## src/rtl/io_irq_ctrl.sv

```systemverilog
// GBA interrupt controller: IE/IF/IME registers, edge capture of peripheral events,
// pipelined IRQ output and HALTCNT halt with wake-on-interrupt.
module io_irq_ctrl #(
  parameter int unsigned IRQ_LATENCY = 2,
  parameter int unsigned NUM_SRC     = 14
) (
  input  logic               clk_mem,
  input  logic               rst_n,
  input  logic [23:0]        addr,
  input  logic [31:0]        data_in,
  output logic [31:0]        data_out,
  input  logic               read,
  input  logic               write,
  input  logic [1:0]         width,
  input  logic [NUM_SRC-1:0] irq_src,
  output logic               irq,
  output logic               halt
);

  typedef enum logic {StRun, StHalt} state_e;

  localparam logic [9:0] IdxIrq  = 10'h080;  // 0x200
  localparam logic [9:0] IdxIme  = 10'h082;  // 0x208
  localparam logic [9:0] IdxHalt = 10'h0c0;  // 0x300

  logic [4:0]               shift;
  logic [31:0]              base_mask, mask, wdata;
  logic                     hit_irq, hit_ime, hit_halt, halt_wr;
  logic [NUM_SRC-1:0]       ie_q, ie_d, if_q, if_d, prev_q, clr, rise;
  logic                     ime_q, ime_d, pend, wake;
  logic [IRQ_LATENCY-1:0]   pipe_q;
  logic [15:0]              ie_ext, if_ext;
  logic [31:0]              rd_word;
  state_e                   state_q;

  assign shift = {addr[1:0], 3'b000};

  always_comb begin
    unique case (width)
      2'b00:   base_mask = 32'h0000_00ff;
      2'b01:   base_mask = 32'h0000_ffff;
      default: base_mask = 32'hffff_ffff;
    endcase
  end

  assign mask  = base_mask << shift;
  assign wdata = (data_in << shift) & mask;

  assign hit_irq  = write && (addr[11:2] == IdxIrq);
  assign hit_ime  = write && (addr[11:2] == IdxIme);
  assign hit_halt = write && (addr[11:2] == IdxHalt);
  // Bit 15 set selects STOP, which this controller ignores.
  assign halt_wr  = hit_halt && mask[8] && !wdata[15];

  assign ie_d  = hit_irq ? ((ie_q & ~mask[NUM_SRC-1:0]) | wdata[NUM_SRC-1:0]) : ie_q;
  assign clr   = hit_irq ? wdata[16 +: NUM_SRC] : '0;
  assign rise  = irq_src & ~prev_q;
  // New edges are OR-ed in after the clear so a simultaneous W1C never drops an event.
  assign if_d  = (if_q & ~clr) | rise;
  assign ime_d = (hit_ime && mask[0]) ? wdata[0] : ime_q;

  assign wake = |(ie_q & if_q);
  assign pend = ime_q & wake;

  always_ff @(posedge clk_mem or negedge rst_n) begin
    if (!rst_n) begin
      ie_q    <= '0;
      if_q    <= '0;
      prev_q  <= '0;
      ime_q   <= 1'b0;
      pipe_q  <= '0;
      state_q <= StRun;
    end else begin
      ie_q   <= ie_d;
      if_q   <= if_d;
      prev_q <= irq_src;
      ime_q  <= ime_d;
      pipe_q[0] <= pend;
      for (int i = 1; i < IRQ_LATENCY; i++) begin
        pipe_q[i] <= pipe_q[i-1];
      end
      unique case (state_q)
        StRun:   if (halt_wr) state_q <= StHalt;
        StHalt:  if (!halt_wr && wake) state_q <= StRun;
        default: state_q <= StRun;
      endcase
    end
  end

  assign irq  = pipe_q[IRQ_LATENCY-1];
  assign halt = (state_q == StHalt);

  always_comb begin
    ie_ext = '0;
    if_ext = '0;
    ie_ext[NUM_SRC-1:0] = ie_q;
    if_ext[NUM_SRC-1:0] = if_q;
    unique case (addr[11:2])
      IdxIrq:  rd_word = {if_ext, ie_ext};
      IdxIme:  rd_word = {31'b0, ime_q};
      default: rd_word = 32'b0;
    endcase
  end

  assign data_out = rd_word >> shift;

  logic unused_bits;
  assign unused_bits = ^{read, addr[23:12], wdata};

endmodule

```

## config.mk

```make
export PLATFORM = sky130hd
export DESIGN_NAME = io_irq_ctrl
export DESIGN_NICKNAME = d
export VERILOG_FILES = /design/src/rtl/io_irq_ctrl.sv
export SDC_FILE = /design/constraint.sdc
export NUM_CORES = 1
export LEC_CHECK = 0
export ABC_AREA = 0
export CAP_MARGIN = 30
export CORE_ASPECT_RATIO = 1.2
export CORE_MARGIN = 1
export CORE_UTILIZATION = 25
export DETAILED_ROUTE_END_ITERATION = 12
export GPL_TIMING_DRIVEN = 0
export PLACE_DENSITY = 0.55
export SLEW_MARGIN = 20
export SYNTH_ARGS = -nofsm -noshare
export SYNTH_HDL_FRONTEND = slang
export SYNTH_SLANG_ARGS = --single-unit
export TNS_END_PERCENT = 5
```

## constraint.sdc

```tcl
create_clock -name clk_mem -period 1.6 [get_ports clk_mem]
set_input_delay 0.24 -clock clk_mem [delete_from_list [all_inputs] [get_ports clk_mem]]
set_output_delay 0.24 -clock clk_mem [all_outputs]
set_load 0.03 [all_outputs]
```

* Word-level counts from Yosys, hierarchy flattened
Index checks and enable logic that the tools add are counted.
** Cells by class
- Muxes and demuxes :: 6
- Shift-type cells :: 3
- Equality and inequality tests :: 4
- Reductions and logical operators :: 11
- Bitwise logic cells :: 12
** Operators with widths (count)
- one-hot mux 32 bit (2 select lines) :: 1
- << shifter 32 x 5 -> 30 bit :: 2
- one-hot mux 30 bit (2 select lines) :: 1
- AND 14 bit :: 4
- NOT 14 bit :: 3
- >> shifter 32 x 5 -> 32 bit :: 1
- AND 30 bit :: 1
- == test 10 x 8 -> 1 bit, second input constant :: 3
- OR 14 bit :: 2
- 2-to-1 mux 14 bit :: 1
- OR reduction 14 bit :: 1
- logical AND 1 bit :: 7
- == test 2 x 1 -> 1 bit, second input constant :: 1
- zero test 1 bit :: 2
- zero test 2 bit :: 1
- 2-to-1 mux 1 bit :: 2
- one-hot mux 1 bit (2 select lines) :: 1
- AND 1 bit :: 1
- NOT 1 bit :: 1
** Word-level totals
- Register bits after elaboration :: 46
- Logic and storage cells :: 42

* Logic depth before layout (Yosys ltp)
Gate-level depths: netlist (run 1).
- Depth in word-level cells :: 10
- Gate-level depth with buffers :: 6
- Mapped depth without buffers :: 4

* Least setup slack after synthesis (run 1)
No wires, ideal clock.
- Path kind :: in2out
- Start :: input port addr[1]
- End :: output port data_out[24]
- Slack :: -0.547 ns
- Data arrival time :: 1.907 ns
- Buffers on the path :: 3
- Required time :: 1.360 ns
- Stages :: 4
- Cell sequence :: buf_2 -> clkbuf_1 -> clkbuf_1 -> nor4_1
** Between the ends
- Word-level cells in the longest chain between the ends :: 1
** RTL lines
- from (decl) :: line 9 : input logic [23:0] addr,
- >> shifter 32 x 5 -> 32 bit :: line 105 : assign data_out = rd_word >> shift;
- to (decl) :: line 11 : output logic [31:0] data_out,
No other way between the ends.

* Worst setup path after layout (run 1)
- Start :: input port addr[6]
- End :: output port data_out[24]
** Between the ends
- Word-level cells in the longest chain between the ends :: 3
- Elaborated cells on any way between the ends :: 4
- Classes of those cells :: 2 x eq/ne; 1 x shift; 1 x mux
** RTL lines
- == test 10 x 8 -> 1 bit :: line 98 : unique case (addr[11:2])
- one-hot mux 30 bit (2 select lines) * :: line 98
- >> shifter 32 x 5 -> 32 bit * :: line 105
Mark *: on every way between the ends. The rest lies on a longest branch, timed or not.

==> metrics.cfg, run 1 <==
[run_status]
status = finished, violations left
violations = DRC, setup timing

[setup_path]
arrival_ps = 1590
r2r_start = if_q[0]
crit_fanout = 5
rr_endpoint = halt
startpoint_type = input pin
reg2reg_depth = 4
r2r_slack_ps = 190
worstSetupPathType = in -> out
cp-end-kind = output port
cp.required_ps = 1360

[sta]
final.min_clock_period_ps = 1828
finalSetupViolCount = 44
rsz0062_at_grt = true
period_share = 1.142
fmax_mhz = 547.2
finalMaxSlewViolations = 0
finalSetupTns_ps = -6623
hold_viol = 0
tightest_slew_ps = 726.8
timing.slew.headroom = 0.5155
fin_skew_ps = 6.621
setup_slack_ps = -227.5

[synth]
synth.top_cell.area_share = 0.4161
synth-edff-count = 0
ys.flop_type = dfrtp_1
synth_most_common_cell = dfrtp_1
yosysWarnings = 0
synth_seq_cells = 46
yosysTopAreaCell = dfrtp_1
synthTopCellsByCount = dfrtp_1 (46), mux2i_1 (37), inv_1 (24), mux2_2 (19), nor2_1 (16)
ys_types = 34
ys_async_sr_fraction = 1.000
syn_area_um2 = 2766
netlist_instances = 274
synth.avg_cell_area_um2 = 10.10
ys_seq_area_frac = 0.4161
ys_top_cells_by_area = dfrtp_1 (42%), mux2i_1 (13%), mux2_2 (7.7%)

[drt]
routed_wl_um = 10920
first_pass_iters = 8
via_count = 2709
wire_per_inst_um = 20.29
drt_iter0_markers = 103
route.detailed.drc = 5
ant_nets = 0
via_per_inst = 5.035

[clock_network]
htree_num_levels = 2
clockBufferDepth = 2
cts-root-buf = clkbuf_16
cts_buffers = 5
cts_sinks = 46
cts_tree = yes
clk_latency_ps = 290
clk_pin_slew_ps = 70

[final_layout]
fillers = 965
nets = 484
multi_input_area_um2 = 1979
final-seq-area_um2 = 1151
antenna-diode-count = 0
drive_above_1_share = 0.4352
syn_to_final_growth_pct = 84.26

[flow_run]
max_cap_violations = 0

[floorplan]
chipWidth_um = 98.03
dieArea_um2 = 11490
die_h_um = 117.2
rows = 41
coreArea_um2 = 10620
top_level_ports = 110
start_util = 0.2605

[placement]
dp_hpwl_um = 7383
gp_congestion = 0.8284
io_buffers = 91

[hold_path]
hold_start = addr[8]
worstHoldEndpoint = halt
hold_path_class = in -> reg
hold_depth = 3

[grt]
grt_start_max_net_pins = 28
grtUsageTotal = 0.1995
gr-total-overflow = 0
grt_pass1_wl_um = 17150
grt_pass1_vias = 3031
grt_antenna_before_repair = 0

[pwr]
leakagePower_nw = 2.199
seqPwrFrac = 0.410
power_density_nw_per_um2 = 569.5
peakVddDrop_mv = 0.5217
p_clk_frac = 0.371
p_int_mw = 2.133
combPwrFrac = 0.219
power_switching_uw = 769.7
power_mw = 2.903
switching_share = 0.2651

-- power groups by stage --
stage / Clock (mW) / Combinational, mW / Sequential, mW
2_1_floorplan: 0 / 0.252 / 1.21
3_3_place_gp: 0 / 0.512 / 1.21
3_5_place_dp: 0 / 0.523 / 1.21
4_1_cts: 1.10 / 0.628 / 1.19
5_1_grt: 1.14 / 0.678 / 1.19
6_report: 1.08 / 0.636 / 1.19
-- timing repair --
| action | 4_1_cts | 5_1_grt |
|---|---|---|
| endpoints found under the setup margin | 60 | 50 |
| pin swaps | 16 | 9 |
| hold buffers | 1 | 0 |
| hold endpoints to repair | 19 | 0 |
| gates resized for setup | 317 | 20 |
| cloned | 4 | 0 |
| buffers inserted | 23 | 5 |
-- worst max-delay path by stage --
stage / startpoint / end / slack, ps
2_1_floorplan: addr[2] / data_out[17] / -110
3_3_place_gp: addr[1] / data_out[2] / -1500
3_5_place_dp: addr[1] / data_out[2] / -1520
4_1_cts: addr[2] / data_out[17] / -280
5_1_grt: addr[6] / data_out[24] / -310
6_report: addr[6] / data_out[24] / -230
-- final cells by class --
type,instances,area share
clock buffer,6,0.02725
timing repair buffer,126,0.2540
buffer,19,0.05277
tap,129,0.03166
multi-input combinational,186,0.3883
inverter,24,0.01767
sequential,46,0.2258
clock inverter,2,0.002455
-- critical path: stages --
cell and delay, ps:
buf_8 100, nor4b_4 360, nand3_4 180, buf_4 180, clkbuf_16 160, nor4_4 160
buf_4 210
-- cell families after synthesis --
| family | Yosys count | synth area share |
|---|---|---|
| other cells | 1 | 0.001356 |
| flops | 46 | 0.4161 |
| simple gates | 64 | 0.1411 |
| mux | 58 | 0.2194 |
| buf+inv | 43 | 0.06377 |
| compound gates | 62 | 0.1583 |
-- routing by layer --
metal / vias to the layer above / share of wire / GRT usage
met5: - / 0 / 0
met4: 0 / 0.024 / 0.08283
met3: 14 / 0.043 / 0.02732
met2: 77 / 0.53 / 0.3653
met1: 1348 / 0.41 / 0.2364
li1: 1270 / - / -
-- placed cells by master, fill, tap and decap left out, types with 6 or more instances in the layout --
master           synthesis  routed
a22oi_1                  7       7
a2bb2oi_1                9       9
buf_12                   0       8
buf_2                    6       6
buf_4                    2      29
buf_6                    0      36
clkbuf_16                0       9
clkbuf_8                 0       6
clkdlybuf4s50_1          0      49
dfrtp_1                 46      46
inv_1                   24      24
mux2_2                  19       9
mux2_4                   0      12
mux2i_1                 37      29
nand2_1                  7       7
nor2_1                  16       7
nor2_4                   0       8
nor2b_1                  7       6
nor3_1                  14       6
nor3_4                   2      10
nor4_4                   1       9
o21ai_0                  7       7
o21bai_1                 6       6
o22ai_1                  8       8
-- per-stage QoR --
step | utilization | worst slack [ps] | cells | cell area [um2] | hold slack (ps)
2_1_floorplan | - | -112.7 | 275 | 3137 | -55.59
3_3_place_gp | 0.3964 | -1502 | 495 | 4209 | 334.4
3_5_place_dp | 0.3990 | -1517 | 497 | 4237 | 242.0
4_1_cts | 0.4694 | -277.2 | 533 | 4985 | 236.4
5_1_grt | 0.4800 | -310.3 | 538 | 5097 | 238.7
6_report | 0.4800 | -227.5 | 538 | 5097 | 228.6
Note: power is estimated with default switching activity, not from simulation.
==> inputs of run 2 (changes only) <==
--- a/config.mk
+++ b/config.mk
@@ -6,7 +6,7 @@
 export NUM_CORES = 1
 export LEC_CHECK = 0
 export ABC_AREA = 0
-export CAP_MARGIN = 30
+export CAP_MARGIN = 15
 export CORE_ASPECT_RATIO = 1.2
 export CORE_MARGIN = 1
 export CORE_UTILIZATION = 25
==> run 2 against run 1 <==
Net effect: the flow still finishes with violations (DRC, setup timing); maximum frequency unchanged; design area unchanged; critical path type unchanged; largest power group unchanged; highest routed layer unchanged; global-route usage unchanged; die area unchanged; power unchanged; first-iteration DRC count unchanged.
==> metrics.cfg, run 2 (synthesis gave the netlist of run 1 again) <==
[run_status]
status = finished, violations left
violations = DRC, setup timing

[floorplan]
chipWidth_um = 98.03  ; unchanged
die_h_um = 117.2  ; unchanged
coreArea_um2 = 10620  ; unchanged
dieArea_um2 = 11490  ; unchanged
top_level_ports = 110  ; unchanged
rows = 41  ; unchanged
start_util = 0.2605  ; unchanged

[final_layout]
fillers = 965  ; unchanged
final_area_um2 = 5097  ; unchanged
nets = 484  ; unchanged
utilization = 0.4800  ; unchanged
syn_to_final_growth_pct = 84.26  ; unchanged
antenna-diode-count = 0  ; unchanged
drive_above_1_share = 0.4352  ; unchanged
layout_common_cells = clkdlybuf4s50_1 (49), dfrtp_1 (46), buf_6 (36)
final_common_cell = clkdlybuf4s50_1

[clock_network]
clockBufferDepth = 2  ; unchanged
cts-root-buf = clkbuf_16
clk_pin_slew_ps = 70  ; about the same
cts_sinks = 46  ; unchanged
cts_buffers = 5  ; unchanged
clk_latency_ps = 290  ; about the same
cts_tree = yes
htree_num_levels = 2  ; unchanged

[sta]
finalMaxSlewViolations = 0  ; unchanged
final.min_clock_period_ps = 1828  ; unchanged
finalSetupTns_ps = -6623  ; unchanged
setup_slack_ps = -227.5  ; unchanged
finalSetupViolCount = 44  ; unchanged
fin_skew_ps = 6.621  ; unchanged
hold_viol = 0  ; unchanged
timing.slew.headroom = 0.5155  ; unchanged
fmax_mhz = 547.2  ; unchanged
period_share = 1.142  ; unchanged
rsz0062_at_grt = true
tightest_slew_ps = 726.8  ; unchanged

[setup_path]
crit_buf_inv = 4  ; unchanged
crit_fanout = 5  ; unchanged
cpLargestDelayFamily = simple AND/OR/NAND/NOR gates
cp.required_ps = 1360  ; about the same
worstSetupPathType = in -> out
crit_chain = buf_8, nor4b_4, nand3_4, buf_4, clkbuf_16, nor4_4, buf_4
cp-end-kind = output port
startpoint_type = input pin
arrival_ps = 1590  ; about the same
cpPeakStageDelay_ps = 360  ; about the same
cpMostUsedCell = buf_4
slowest_stage = nor4b_4

[grt]
use_met1 = 0.2364  ; unchanged
grt_pass1_wl_um = 17150  ; unchanged
gr-total-overflow = 0  ; unchanged
grt_start_max_net_pins = 28  ; unchanged
grt_antenna_before_repair = 0  ; unchanged
grt_pass1_vias = 3031  ; unchanged
top_usage_layer = met2
grtUsageTotal = 0.1995  ; unchanged
grt_use_met3 = 0.02732  ; unchanged
met2_usage = 0.3653  ; unchanged

[drt]
ant_nets = 0  ; unchanged
via_count = 2709  ; unchanged
route.detailed.drc = 5  ; unchanged
via_per_inst = 5.035  ; unchanged
routed_wl_um = 10920  ; unchanged
drt_iter0_markers = 103  ; unchanged
wire_per_inst_um = 20.29  ; unchanged
first_pass_iters = 8  ; unchanged

[placement]
gp_congestion = 0.8284  ; unchanged
pre_cts_ws_ps = -1517  ; unchanged
dpl_cell_area_um2 = 4237  ; unchanged
io_buffers = 91  ; unchanged
dp_hpwl_um = 7383  ; unchanged

[pwr]
power_mw = 2.903  ; unchanged
peakVddDrop_mv = 0.5217  ; unchanged
leakagePower_nw = 2.199  ; unchanged
power_density_nw_per_um2 = 569.5  ; unchanged

[flow_run]
max_cap_violations = 0  ; unchanged

[hold_path]
hold_path_class = in -> reg

==> run 2: report_power, final <==
group	leakage (nW)	total (mW)	internal, mW	switching, mW
registers	0.537	1.19	1.18	0.00730
logic	1.59	0.636	0.331	0.305
clock network	0.0729	1.08	0.620	0.457
total	2.20	2.90	2.13	0.770
==> run 2: per-layer routing <==
layer | wire length, um | share of wire | vias up
met3 | 464 | 0.043 | 14
met2 | 5766 | 0.53 | 77
met1 | 4422 | 0.41 | 1348
met5 | 0 | 0 | -
met4 | 264 | 0.024 | 0
li1 | - | - | 1270
==> run 2: layout make-up <==
| class | count | area, um2 | share of cell area |
|---|---|---|---|
| flip-flops and latches | 46 | 1151 | 0.2258 |
| well taps | 129 | 161.4 | 0.03166 |
| repair buffers | 126 | 1295 | 0.2540 |
| multi-input cells | 186 | 1979 | 0.3883 |
| clock buffers | 6 | 138.9 | 0.02725 |
| inverters | 24 | 90.09 | 0.01767 |
| plain buffers | 19 | 269.0 | 0.05277 |
| clock inverters | 2 | 12.51 | 0.002455 |
==> run 2: worst paths after layout <==
check	from	cells past startpoint	end	slack [ps]
hold / removal	addr[8]	3	halt	230
max in group asynchronous	rst_n	3	asynchronous set/reset pin	600
setup / recovery	addr[6]	7	data_out[24]	-230
min in group asynchronous	rst_n	2	prev_q[0]	460
setup reg to reg	if_q[0]	4	halt	190
hold reg to reg	pipe_q[0]	0	pipe_q[1]	350
==> run 2: stage by stage <==
step	cells	hold WS, ps
after global placement	495	334.4
after floorplan	275	-55.59
final	538	228.6
after global routing	538	238.7
after detailed placement	497	242.0
after CTS	533	236.4
==> run 2: worst min-delay path, stage by stage <==
cell       delay (ps)
buf_6             100
nand4_1            70
o2bb2ai_1          70
==> run 2: timing repair <==
| action | 4_1_cts | 5_1_grt |
|---|---|---|
| endpoints found under the setup margin | 60 | 50 |
| cloned | 4 | 0 |
| hold buffers | 1 | 0 |
| endpoints found under the hold margin | 19 | 0 |
| pin swaps | 16 | 9 |
| gates resized for setup | 317 | 20 |
| setup buffers | 23 | 5 |
